File: src/rtl/irig_bcd_gen.sv
// IRIG-B (DC level-shift) frame generator.
// Serialises a locally held day/hour/minute/second time into 100-bit, 1 s frames
// (10 ms per bit, high time 2/5/8 ms for 0/1/marker) and advances that time by
// one second at the end of every frame.
//
// Ports:
//   axi_clock  - single clock
//   rst        - synchronous active-high reset
//   en         - run enable (level); a frame in progress always completes
//   load       - 1-cycle strobe loading sec_i/min_i/hr_i/day_i
//   sec_i      - seconds 0..59 (binary)
//   min_i      - minutes 0..59 (binary)
//   hr_i       - hours 0..23 (binary)
//   day_i      - day 0..364 (binary)
//   dout       - IRIG-B level output (registered)
//   pps        - 1-cycle strobe at the rising edge of bit 0 (registered)
//   busy       - a frame is in progress (registered)
//   load_err   - 1-cycle strobe when a load is rejected (registered)
//   time_o     - {day,hr,min,sec} of the current frame, or of the next one when idle
module irig_bcd_gen #(
  parameter int unsigned MS_COUNT = 125000
) (
  input  logic        axi_clock,
  input  logic        rst,
  input  logic        en,
  input  logic        load,
  input  logic [5:0]  sec_i,
  input  logic [5:0]  min_i,
  input  logic [4:0]  hr_i,
  input  logic [8:0]  day_i,
  output logic        dout,
  output logic        pps,
  output logic        busy,
  output logic        load_err,
  output logic [25:0] time_o
);

  localparam int unsigned CNT_W      = (MS_COUNT > 1) ? $clog2(MS_COUNT) : 1;
  localparam int unsigned MIB_W      = 4;
  localparam int unsigned BIT_W      = 7;
  localparam int unsigned FRAME_BITS = 100;

  localparam logic [0:0] S_IDLE = 1'b0;
  localparam logic [0:0] S_RUN  = 1'b1;

  // Marker positions: Pr at bit 0, P at every bit ending in 9.
  function automatic logic [FRAME_BITS-1:0] f_markers();
    logic [FRAME_BITS-1:0] m;
    m    = '0;
    m[0] = 1'b1;
    for (int i = 9; i < int'(FRAME_BITS); i += 10) m[i] = 1'b1;
    return m;
  endfunction

  localparam logic [FRAME_BITS-1:0] MARKERS = f_markers();

  // Binary-to-BCD of one time value into the data bits of a frame (LSB first).
  function automatic logic [FRAME_BITS-1:0] f_encode(
    input logic [5:0] sec,
    input logic [5:0] mins,
    input logic [4:0] hr,
    input logic [8:0] day
  );
    logic [FRAME_BITS-1:0] v;
    logic [3:0] su, mu, hu, du, dt;
    logic [2:0] st, mt;
    logic [1:0] ht, dh;
    su = 4'(sec % 6'd10);
    st = 3'(sec / 6'd10);
    mu = 4'(mins % 6'd10);
    mt = 3'(mins / 6'd10);
    hu = 4'(hr % 5'd10);
    ht = 2'(hr / 5'd10);
    du = 4'(day % 9'd10);
    dt = 4'((day / 9'd10) % 9'd10);
    dh = 2'(day / 9'd100);
    v        = '0;
    v[4:1]   = su;
    v[8:6]   = st;
    v[13:10] = mu;
    v[17:15] = mt;
    v[23:20] = hu;
    v[26:25] = ht;
    v[33:30] = du;
    v[38:35] = dt;
    v[41:40] = dh;
    return v;
  endfunction

  // State and counters
  logic [0:0]            r_state;
  logic [CNT_W-1:0]      r_ms_cnt;
  logic [MIB_W-1:0]      r_ms_in_bit;
  logic [BIT_W-1:0]      r_bit_idx;
  logic [FRAME_BITS-1:0] r_frame;
  // Time register and pending load
  logic [5:0]            r_sec, r_min;
  logic [4:0]            r_hr;
  logic [8:0]            r_day;
  logic                  r_pend_vld;
  logic [5:0]            r_pend_sec, r_pend_min;
  logic [4:0]            r_pend_hr;
  logic [8:0]            r_pend_day;
  // Registered outputs
  logic                  r_dout, r_pps, r_busy, r_load_err;

  // Next-state values
  logic [0:0]            w_state;
  logic [CNT_W-1:0]      w_ms_cnt;
  logic [MIB_W-1:0]      w_ms_in_bit;
  logic [BIT_W-1:0]      w_bit_idx;
  logic [FRAME_BITS-1:0] w_frame;
  logic [5:0]            w_sec, w_min;
  logic [4:0]            w_hr;
  logic [8:0]            w_day;
  logic                  w_pend_vld;
  logic [5:0]            w_pend_sec, w_pend_min;
  logic [4:0]            w_pend_hr;
  logic [8:0]            w_pend_day;
  logic                  w_dout, w_pps, w_busy, w_load_err;
  logic                  w_load_ok, w_frame_end, w_start;
  logic                  w_c_sec, w_c_min, w_c_hr;
  logic [5:0]            w_inc_sec, w_inc_min;
  logic [4:0]            w_inc_hr;
  logic [8:0]            w_inc_day;
  logic [MIB_W-1:0]      w_high_ms;

  // Next-state, time-keeping and output decode
  always_comb begin
    w_state     = r_state;
    w_ms_cnt    = r_ms_cnt;
    w_ms_in_bit = r_ms_in_bit;
    w_bit_idx   = r_bit_idx;
    w_frame     = r_frame;
    w_sec       = r_sec;
    w_min       = r_min;
    w_hr        = r_hr;
    w_day       = r_day;
    w_pend_vld  = r_pend_vld;
    w_pend_sec  = r_pend_sec;
    w_pend_min  = r_pend_min;
    w_pend_hr   = r_pend_hr;
    w_pend_day  = r_pend_day;
    w_start     = 1'b0;

    w_load_ok   = load && (sec_i < 6'd60) && (min_i < 6'd60) &&
                  (hr_i < 5'd24) && (day_i < 9'd365);
    w_load_err  = load && !w_load_ok;
    w_frame_end = (r_state == S_RUN) && (r_bit_idx == BIT_W'(FRAME_BITS - 1)) &&
                  (r_ms_in_bit == MIB_W'(9)) && (r_ms_cnt == CNT_W'(MS_COUNT - 1));

    // One-second increment with carries sec -> min -> hr -> day (day wraps at 365)
    w_c_sec   = (r_sec == 6'd59);
    w_c_min   = w_c_sec && (r_min == 6'd59);
    w_c_hr    = w_c_min && (r_hr == 5'd23);
    w_inc_sec = w_c_sec ? 6'd0 : r_sec + 6'd1;
    w_inc_min = !w_c_sec ? r_min : (w_c_min ? 6'd0 : r_min + 6'd1);
    w_inc_hr  = !w_c_min ? r_hr  : (w_c_hr  ? 5'd0 : r_hr + 5'd1);
    w_inc_day = !w_c_hr  ? r_day : ((r_day == 9'd364) ? 9'd0 : r_day + 9'd1);

    case (r_state)
      S_IDLE: begin
        if (w_load_ok) begin
          w_sec = sec_i;
          w_min = min_i;
          w_hr  = hr_i;
          w_day = day_i;
        end
        if (en) w_start = 1'b1;
      end
      S_RUN: begin
        if (w_frame_end) begin
          // A load in the boundary cycle takes priority over the pending one.
          if (w_load_ok) begin
            w_sec = sec_i;
            w_min = min_i;
            w_hr  = hr_i;
            w_day = day_i;
          end else if (r_pend_vld) begin
            w_sec = r_pend_sec;
            w_min = r_pend_min;
            w_hr  = r_pend_hr;
            w_day = r_pend_day;
          end else begin
            w_sec = w_inc_sec;
            w_min = w_inc_min;
            w_hr  = w_inc_hr;
            w_day = w_inc_day;
          end
          w_pend_vld = 1'b0;
          if (en) w_start = 1'b1;
          else    w_state = S_IDLE;
        end else begin
          if (r_ms_cnt == CNT_W'(MS_COUNT - 1)) begin
            w_ms_cnt = '0;
            if (r_ms_in_bit == MIB_W'(9)) begin
              w_ms_in_bit = '0;
              w_bit_idx   = r_bit_idx + BIT_W'(1);
            end else begin
              w_ms_in_bit = r_ms_in_bit + MIB_W'(1);
            end
          end else begin
            w_ms_cnt = r_ms_cnt + CNT_W'(1);
          end
          if (w_load_ok) begin
            w_pend_vld = 1'b1;
            w_pend_sec = sec_i;
            w_pend_min = min_i;
            w_pend_hr  = hr_i;
            w_pend_day = day_i;
          end
        end
      end
      default: w_state = S_IDLE;
    endcase

    // Frame start: counters restart and the frame content is frozen from the new time.
    if (w_start) begin
      w_state     = S_RUN;
      w_ms_cnt    = '0;
      w_ms_in_bit = '0;
      w_bit_idx   = '0;
      w_frame     = f_encode(w_sec, w_min, w_hr, w_day);
    end

    // Outputs are registered, so they are decoded from the next-cycle position.
    if (MARKERS[w_bit_idx])   w_high_ms = MIB_W'(8);
    else if (w_frame[w_bit_idx]) w_high_ms = MIB_W'(5);
    else                      w_high_ms = MIB_W'(2);
    w_dout = (w_state == S_RUN) && (w_ms_in_bit < w_high_ms);
    w_pps  = w_start;
    w_busy = (w_state == S_RUN);
  end

  // State, counters, time and output registers
  always_ff @(posedge axi_clock) begin
    if (rst) begin
      r_state     <= S_IDLE;
      r_ms_cnt    <= '0;
      r_ms_in_bit <= '0;
      r_bit_idx   <= '0;
      r_frame     <= '0;
      r_sec       <= '0;
      r_min       <= '0;
      r_hr        <= '0;
      r_day       <= '0;
      r_pend_vld  <= 1'b0;
      r_pend_sec  <= '0;
      r_pend_min  <= '0;
      r_pend_hr   <= '0;
      r_pend_day  <= '0;
      r_dout      <= 1'b0;
      r_pps       <= 1'b0;
      r_busy      <= 1'b0;
      r_load_err  <= 1'b0;
    end else begin
      r_state     <= w_state;
      r_ms_cnt    <= w_ms_cnt;
      r_ms_in_bit <= w_ms_in_bit;
      r_bit_idx   <= w_bit_idx;
      r_frame     <= w_frame;
      r_sec       <= w_sec;
      r_min       <= w_min;
      r_hr        <= w_hr;
      r_day       <= w_day;
      r_pend_vld  <= w_pend_vld;
      r_pend_sec  <= w_pend_sec;
      r_pend_min  <= w_pend_min;
      r_pend_hr   <= w_pend_hr;
      r_pend_day  <= w_pend_day;
      r_dout      <= w_dout;
      r_pps       <= w_pps;
      r_busy      <= w_busy;
      r_load_err  <= w_load_err;
    end
  end

  assign dout     = r_dout;
  assign pps      = r_pps;
  assign busy     = r_busy;
  assign load_err = r_load_err;
  assign time_o   = {r_day, r_hr, r_min, r_sec};

endmodule

File: config.mk
export PLATFORM = sky130hd
export DESIGN_NAME = irig_bcd_gen
export DESIGN_NICKNAME = d
export VERILOG_FILES = /design/src/rtl/irig_bcd_gen.sv
export SDC_FILE = /design/constraint.sdc
export NUM_CORES = 1
export LEC_CHECK = 0
export BUFFER_PORTS_ARGS = -buffer_cell sky130_fd_sc_hd__buf_2
export CAP_MARGIN = 20
export CORE_UTILIZATION = 60
export DETAILED_ROUTE_END_ITERATION = 6
export PLACE_DENSITY = 0.79
export SLEW_MARGIN = 40
export SYNTH_ARGS = -nofsm -noshare
export SYNTH_HDL_FRONTEND = slang
export SYNTH_SLANG_ARGS = --single-unit
File: constraint.sdc
create_clock -name axi_clock -period 8.5 [get_ports axi_clock]
set_clock_uncertainty 0.05 [all_clocks]
set_input_delay 0.85 -clock axi_clock [delete_from_list [all_inputs] [get_ports axi_clock]]
set_output_delay 0.85 -clock axi_clock [all_outputs]
set_load 0.1 [all_outputs]
* After elaboration in Yosys (flattened, before gate mapping) *
Memories as Yosys holds them, arrays and structs flattened.
Cells that the tools add are included.

word-level totals
  register bits after elaboration = 185
  latch bits = 0
  bits in writable memories = 0
  bits in read-only memories = 128
  output and inout port bits = 30
  memories kept = 1

memory list
  name             depth  width  rd ports  clocked after Yosys merged registers in  wr ports  RTL line  source
  (no name shown)  128    1      1         0                                        0         227       if (MARKERS[w_bit_idx]) w_high_ms = MIB_W'(8);

operators by class
  $add $sub $neg = 7
  multipliers = 0
  div/mod/pow operators = 10
  order comparisons = 6
  equal/unequal tests = 7
  shift-type cells = 0
  multiplexer cells = 52
  bitwise operators = 2
  reductions and logical operators = 17

operator list
  operator                                                                 number
  100-bit 2-to-1 mux                                                       1
  6-bit 2-to-1 mux                                                         11
  9-bit 2-to-1 mux                                                         6
  7-bit 2-to-1 mux                                                         5
  5-bit 2-to-1 mux                                                         6
  4-bit 2-to-1 mux                                                         6
  6-bit one-hot mux with 2 select lines                                    2
  9-bit by 4-bit remainder unit with 9-bit output (second input constant)  2
  9-bit one-hot mux with 2 select lines                                    1
  17-bit by 1-bit adder with 17-bit output (second input constant)         1
  17-bit equality test (second input constant)                             1
  17-bit 2-to-1 mux                                                        1
  6-bit by 1-bit adder with 6-bit output (second input constant)           2
  6-bit by 4-bit divider with 6-bit output (second input constant)         2
  6-bit equality test (second input constant)                              2
  6-bit < comparator (second input constant)                               2
  6-bit by 4-bit remainder unit with 6-bit output (second input constant)  2
  1-bit logical AND                                                        11
  5-bit one-hot mux with 2 select lines                                    1
  9-bit by 1-bit adder with 9-bit output (second input constant)           1
  9-bit by 4-bit divider with 9-bit output (second input constant)         1
  9-bit by 7-bit divider with 9-bit output (second input constant)         1
  9-bit equality test (second input constant)                              1
  9-bit < comparator (second input constant)                               1
  other kinds (21)                                                         31

* Logic depth before layout (Yosys ltp) *
  word-level depth = 17
  depth in mapped cells = 42
  mapped depth without buffers = 38

* Worst setup path before layout *
No wires, ideal clock.

  kind = register to register
  from = register r_sec[0]
  to = register r_frame[38]
  setup time = 0.091 ns
  arrival time = 7.914 ns
  data required time = 8.359 ns
  slack = 0.445 ns
  cell stages (with the launch flop) = 39
  path buffers = 1
  period minus slack after synthesis = 8.055 ns
  cells stage by stage = dfxtp_1 ha_1 and3_1 nand3_4 or4_1 a211oi_2 nor2_4 inv_4 buf_4 nor2_1 a221oi_1 a22oi_1 nor2_1 ha_1 o211ai_1 a21oi_1 nor4_1 a211oi_2 (+3 left out) ha_1 a21oi_1 o2bb2ai_1 nand3_1 nor4_1 or2_2 ha_1 o21ai_0 and2_0 xnor2_1 ha_1 nor2_1 o41a_1 or4_1 o211ai_2 a21oi_2 or3_1 a311oi_1

on the way
  longest elaborated chain between the ends = 11

ends and longest elaborated chain
  what                                             RTL line  source
  from (decl)                                      97        logic [5:0] r_sec, r_min;
  from (signal assigned)                           262       r_sec <= w_sec;
  6-bit equality test                              153       w_c_sec = (r_sec == 6'd59);
  1-bit logical AND                                154       w_c_min = w_c_sec && (r_min == 6'd59);
  1-bit logical AND                                155       w_c_hr = w_c_min && (r_hr == 5'd23);
  9-bit 2-to-1 mux                                 159       w_inc_day = !w_c_hr ? r_day : ((r_day == 9'd364) ? 9'd0 : r_day + 9'd1);
  9-bit 2-to-1 mux                                 179       end else if (r_pend_vld) begin
  9-bit 2-to-1 mux                                 174       if (w_load_ok) begin
  9-bit 2-to-1 mux                                 172       if (w_frame_end) begin
  9-bit one-hot mux with 2 select lines            161       case (r_state)
  9-bit by 4-bit divider with 9-bit output         75        dt = 4'((day / 9'd10) % 9'd10);
  9-bit by 4-bit remainder unit with 9-bit output  75
  100-bit 2-to-1 mux                               218       if (w_start) begin
  to (signal assigned)                             261       r_frame <= w_frame;
  to (decl)                                        95        logic [FRAME_BITS-1:0] r_frame;

Every way passes these cells.
A chain may end at the register's enable or synchronous reset.

* Final worst setup path *
  from = register r_min[1]
  to = register r_frame[38]

on the way
  longest elaborated chain between the ends = 11

ends and longest elaborated chain
  what                                             RTL line  source
  from (decl)                                      97
  from (signal assigned)                           263       r_min <= w_min;
  6-bit equality test                              154
  1-bit logical AND                                154
  1-bit logical AND                                155
  9-bit 2-to-1 mux                                 159
  9-bit 2-to-1 mux                                 179
  9-bit 2-to-1 mux                                 174
  9-bit 2-to-1 mux                                 172
  9-bit one-hot mux with 2 select lines            161
  9-bit by 4-bit divider with 9-bit output         75
  9-bit by 4-bit remainder unit with 9-bit output  75
  100-bit 2-to-1 mux                               218

Every way passes these cells.

==> impl_results.html <==
<table>
<tr><th>Metric</th><th>Value</th></tr>
<tr><th colspan="2">Placed design</th></tr>
<tr><td>Final weighted congestion of routability-driven global placement</td><td>0.943</td></tr>
<tr><td>Area post-placement</td><td>11600 um2</td></tr>
<tr><td>Count of buffers inserted at the top-level ports</td><td>59</td></tr>
<tr><td>Detailed Place HPWL</td><td>around 23000 um</td></tr>
<tr><th colspan="2">Synthesis</th></tr>
<tr><td>Net count of the mapped netlist</td><td>1493</td></tr>
<tr><td>Mean Syn Cell Area</td><td>7.67 um2</td></tr>
<tr><td>Library cell with the largest summed area after synthesis</td><td>dfxtp_1</td></tr>
<tr><td>Most common cell in the synthesized netlist</td><td>nand2_1</td></tr>
<tr><td>Area share of the leading cell type in the synthesized netlist</td><td>about a third</td></tr>
<tr><td>Async SR Flop Fraction</td><td>0%</td></tr>
<tr><td>Proportion of synthesized chip area in sequential cells</td><td>33.7%</td></tr>
<tr><td>Number of enable flip-flop cells after synthesis</td><td>0</td></tr>
<tr><td>Number of register bits inferred by synthesis</td><td>185</td></tr>
<tr><td>Yosys warns</td><td>0</td></tr>
<tr><td>Synth cell count leaders</td><td>198 x nand2_1, 185 x dfxtp_1, 162 x nor2_1, 116 x a21oi_1, 82 x and2_1</td></tr>
<tr><td>Predominant post-synthesis flop cell</td><td>dfxtp_1</td></tr>
<tr><td>Post-Syn Area</td><td>11000 um2</td></tr>
<tr><td>Cells after Synth</td><td>1434</td></tr>
<tr><td>Cell types with the largest area share after synthesis</td><td>dfxtp_1 34%, nand2_1 6.8%, nor2_1 5.5%, a21oi_1 5.3%, and2_1 4.7%</td></tr>
<tr><td>Yosys cell types</td><td>slightly below 100</td></tr>
<tr><th colspan="2">Floorplan</th></tr>
<tr><td>Vertical extent of the die</td><td>roughly 140 um</td></tr>
<tr><td>Number of placed I/O pins</td><td>60</td></tr>
<tr><td>Initial core utilization</td><td>about 61%</td></tr>
<tr><td>Die boundary width</td><td>137 um</td></tr>
<tr><td>Core area</td><td>18000 um2</td></tr>
<tr><td>Floorplan row count</td><td>49</td></tr>
<tr><td>Die Footprint</td><td>18900 um2</td></tr>
<tr><th colspan="2">Clocking</th></tr>
<tr><td>CTS tree</td><td>done</td></tr>
<tr><td>CTS clk-pin slew, worst paths</td><td>around 0.090 ns</td></tr>
<tr><td>Total number of clock tree sinks</td><td>185</td></tr>
<tr><td>Clk Latency, worst-skew pair</td><td>around 0.45 ns</td></tr>
<tr><td>Clock H-tree levels</td><td>4</td></tr>
<tr><td>Clock Root Buffer</td><td>clkbuf_16</td></tr>
<tr><td>Number of CTS-inserted buffers</td><td>17</td></tr>
<tr><td>Cts hold-fix bufs</td><td>0</td></tr>
<tr><td>Maximum clock path buffer count</td><td>2</td></tr>
<tr><th colspan="2">Timing</th></tr>
<tr><td>Final worst-path cycle share</td><td>94.2%</td></tr>
<tr><td>Hold slack</td><td>0.406 ns</td></tr>
<tr><td>Pins Over Slew Limit</td><td>0</td></tr>
<tr><td>Max_slew headroom</td><td>around 44%</td></tr>
<tr><td>Finish-stage setup viols</td><td>0</td></tr>
<tr><td>Final Hold Fails</td><td>0</td></tr>
<tr><td>Fmax achieved</td><td>between 100 and 150 MHz</td></tr>
<tr><td>Transition time of the tightest slew-check pin</td><td>between 0.8 and 0.9 ns</td></tr>
<tr><td>Min Clock Period, post-route</td><td>8.01 ns</td></tr>
<tr><th colspan="2">Route</th></tr>
<tr><td>Wirelength, routed</td><td>32900 um</td></tr>
<tr><td>DR pass1 iterations</td><td>7</td></tr>
<tr><td>Detail-routed net length per standard cell</td><td>between 15 and 20 um</td></tr>
<tr><td>DRC marker count from the first detailed-route iteration</td><td>1136</td></tr>
<tr><td>Vias after detailed routing</td><td>11100</td></tr>
<tr><td>Per-cell via count in the routed design</td><td>6.49</td></tr>
<tr><td>DRC violation count after routing</td><td>0</td></tr>
<tr><td>Number of antenna-violating nets in the routed design</td><td>0</td></tr>
<tr><th colspan="2">Final layout</th></tr>
<tr><td>Ratio of cells with drive above 1 in the final layout</td><td>14.0%</td></tr>
<tr><td># nets final</td><td>about 1500</td></tr>
<tr><td>Fill cell total of the finished layout</td><td>1543</td></tr>
<tr><td>Synth-to-Final Area Change</td><td>12.4%</td></tr>
<tr><td>Final design area excluding fillers</td><td>12400 um2</td></tr>
<tr><td>Diode insertion count for antenna repair</td><td>0</td></tr>
<tr><th colspan="2">Run status</th></tr>
<tr><td>Outcome</td><td>complete, no violations</td></tr>
<tr><th colspan="2">Global route</th></tr>
<tr><td>First-pass GRT wire length</td><td>about 52000 um</td></tr>
<tr><td>Antenna violations before repair</td><td>0</td></tr>
<tr><td>Total congestion overflow after global routing</td><td>0</td></tr>
<tr><td>Number of global-route vias before repair</td><td>9925</td></tr>
<tr><td>Largest net degree at the start of global routing</td><td>93</td></tr>
<tr><td>Global router's overall resource usage</td><td>34.8%</td></tr>
<tr><th colspan="2">Power and ir drop</th></tr>
<tr><td>Sequential share of power</td><td>38.4%</td></tr>
<tr><td>Cell Int Power</td><td>0.00155 W</td></tr>
<tr><td>Switching power</td><td>about 0.00087 W</td></tr>
<tr><td>Leakage power summed over all cells</td><td>about 4.7 nW</td></tr>
<tr><td>Clock network power share</td><td>34.4%</td></tr>
<tr><td>Relative contribution of combinational cells to total power</td><td>27.2%</td></tr>
<tr><td>Worst-case vdd ir drop</td><td>0.159 mV</td></tr>
<tr><td>Power density cells</td><td>195 nW/um2</td></tr>
<tr><td>Net Sw Frac</td><td>35.9%</td></tr>
<tr><th colspan="2">Worst hold path</th></tr>
<tr><td>Cells on Worst Hold Path</td><td>2</td></tr>
<tr><td>Classification of the worst-slack hold path</td><td>reg2reg</td></tr>
<tr><td>Hold path endpoint</td><td>r_pend_hr[2]$_SDFFE_PP0P_</td></tr>
<tr><td>Min-delay src</td><td>r_pend_hr[2]$_SDFFE_PP0P_</td></tr>
<tr><th colspan="2">Critical path</th></tr>
<tr><td>Peak per-stage delay on the critical path</td><td>0.57 ns</td></tr>
<tr><td>Flop-to-flop setup slack</td><td>approximately 0.49 ns</td></tr>
<tr><td>Worst Reg2Reg Path Length in Cells</td><td>36</td></tr>
<tr><td>Kind of start point of the critical path</td><td>flip-flop</td></tr>
<tr><td>Worst R2R Start</td><td>r_min[1]$_SDFF_PP0_</td></tr>
<tr><td>CP bufs+invs</td><td>2</td></tr>
<tr><td>Cell seen most often among critical-path stages</td><td>ha_1</td></tr>
<tr><td>Arrival time at the worst endpoint</td><td>8.32 ns</td></tr>
<tr><td>Endpoint type of the worst setup path</td><td>flip-flop</td></tr>
<tr><td>Slowest cell on the critical path</td><td>or4_1</td></tr>
<tr><td>Worst Setup Path Type</td><td>reg2reg</td></tr>
<tr><td>Data required time at the worst endpoint</td><td>8.81 ns</td></tr>
<tr><td>CP delay by family, top</td><td>simple AND/OR/NAND/NOR gates</td></tr>
<tr><td>Worst r2r dst</td><td>r_frame[38]$_SDFF_PP0_</td></tr>
<tr><td>Maximum fanout along the worst path</td><td>14</td></tr>
<tr><th colspan="2">Flow run</th></tr>
<tr><td>Number of violations of the max-capacitance limit</td><td>0</td></tr>
</table>
==> cell type report <==
type / count / area [um2] / share of cell area (%)
multi-input cells: 1123 / 6890 / 55.7
flip-flops and latches: 185 / 3710 / 30.0
repair buffers: 115 / 734 / 5.94
clock buffers: 17 / 425 / 3.44
well taps: 229 / 287 / 2.32
clock inverters: 15 / 205 / 1.66
inverters: 29 / 111 / 0.901
==> worst max-delay path by stage <==
stage	depth (start not counted)	to	startpoint	slack, ns
6_report	36	r_frame[38]$_SDFF_PP0_	r_min[1]$_SDFF_PP0_	0.49
5_1_grt	38	r_frame[38]$_SDFF_PP0_	r_min[1]$_SDFF_PP0_	-0.1
4_1_cts	37	r_frame[38]$_SDFF_PP0_	r_ms_in_bit[0]$_SDFF_PP0_	0.22
3_5_place_dp	37	r_frame[38]$_SDFF_PP0_	day_i[0]	0.02
3_3_place_gp	36	r_frame[38]$_SDFF_PP0_	day_i[0]	0.16
2_1_floorplan	38	r_frame[38]$_SDFF_PP0_	r_sec[0]$_SDFF_PP0_	0.44
==> per-stage QoR <==
stage	cells	power (W)	setup TNS [ns]	setup WS (ns)	util, %
finish	1713	0.00241	0	0.489	68.8
global route	1713	0.00252	-0.0995	-0.0995	68.8
CTS	1712	0.00240	0	0.220	68.1
detailed placement	1680	0.00158	0	0.0191	64.5
global placement	1678	0.00157	0	0.157	64.3
floorplan	1434	0.00142	0	0.445	-
==> worst register-to-register path, delay by kind of cell (launching register included) <==
family	cells	cell delay (ns)
simple gates	15	3.67
compound gates	12	2.19
xor+xnor	2	0.34
buf+inv	2	0.22
fa+ha+maj	5	1.04
flops	1	0.43
==> repair_timing <==
| action | in CTS | in global routing |
|---|---|---|
| setup endpoints to repair | 0 | 3 |
| setup buffers | 0 | 1 |
| resized for setup | 0 | 25 |
==> power groups by stage <==
stage	sequential, W	clock [W]	combinational, W
4_1_cts	0.000926	0.000833	0.000637
6_report	0.000928	0.000830	0.000656
2_1_floorplan	0.00101	0	0.000408
5_1_grt	0.000931	0.000876	0.000715
3_3_place_gp	0.000945	0	0.000629
3_5_place_dp	0.000946	0	0.000632
==> layout by cell type (no fill, tap or decap), types with 14 or more instances in the layout <==
cell type	instances
clkbuf_16	17
buf_2	59
nor2_1	161
o21ai_0	65
nand2_1	197
nand3_1	36
xor2_1	18
nand4_1	17
a222oi_1	14
buf_4	53
inv_1	26
o211ai_1	17
a221oi_1	20
nor3_1	46
a21oi_1	115
xnor2_1	23
ha_1	27
dfxtp_1	183
and2_1	82
==> kinds of logic after synthesis <==
logic type,Yosys count,synth area share [%]
buf+inv,126,5.02
simple gates,635,27.9
xor+xnor,43,3.42
fa+ha+maj,32,3.57
mux,11,1.00
compound gates,402,25.4
flops,185,33.7
==> per-layer routing <==
metal / GRT usage (%) / up-vias / wire length (um)
met5: 0 / - / 0
met1: 46.0 / 5175 / 14000
met2: 56.1 / 573 / 15000
met3: 6.81 / 100 / 2810
met4: 12.6 / 0 / 1040
li1: - / 5269 / -
==> state kept, by name, indices dropped and copies added (netlist names) <==
| signal | cells |
|---|---|
| r_frame | 100 |
| load_err | 1 |
| r_sec | 6 |
| busy | 1 |
| r_day | 9 |
| dout | 1 |
| pps | 1 |
| r_ms_cnt | 17 |
| r_ms_in_bit | 4 |
| r_pend_sec | 6 |
| r_bit_idx | 7 |
| r_pend_day | 9 |
| r_hr | 5 |
| r_pend_min | 6 |
| r_pend_hr | 5 |
| r_pend_vld | 1 |
| r_min | 6 |
Power figures use the tool's default switching activity.
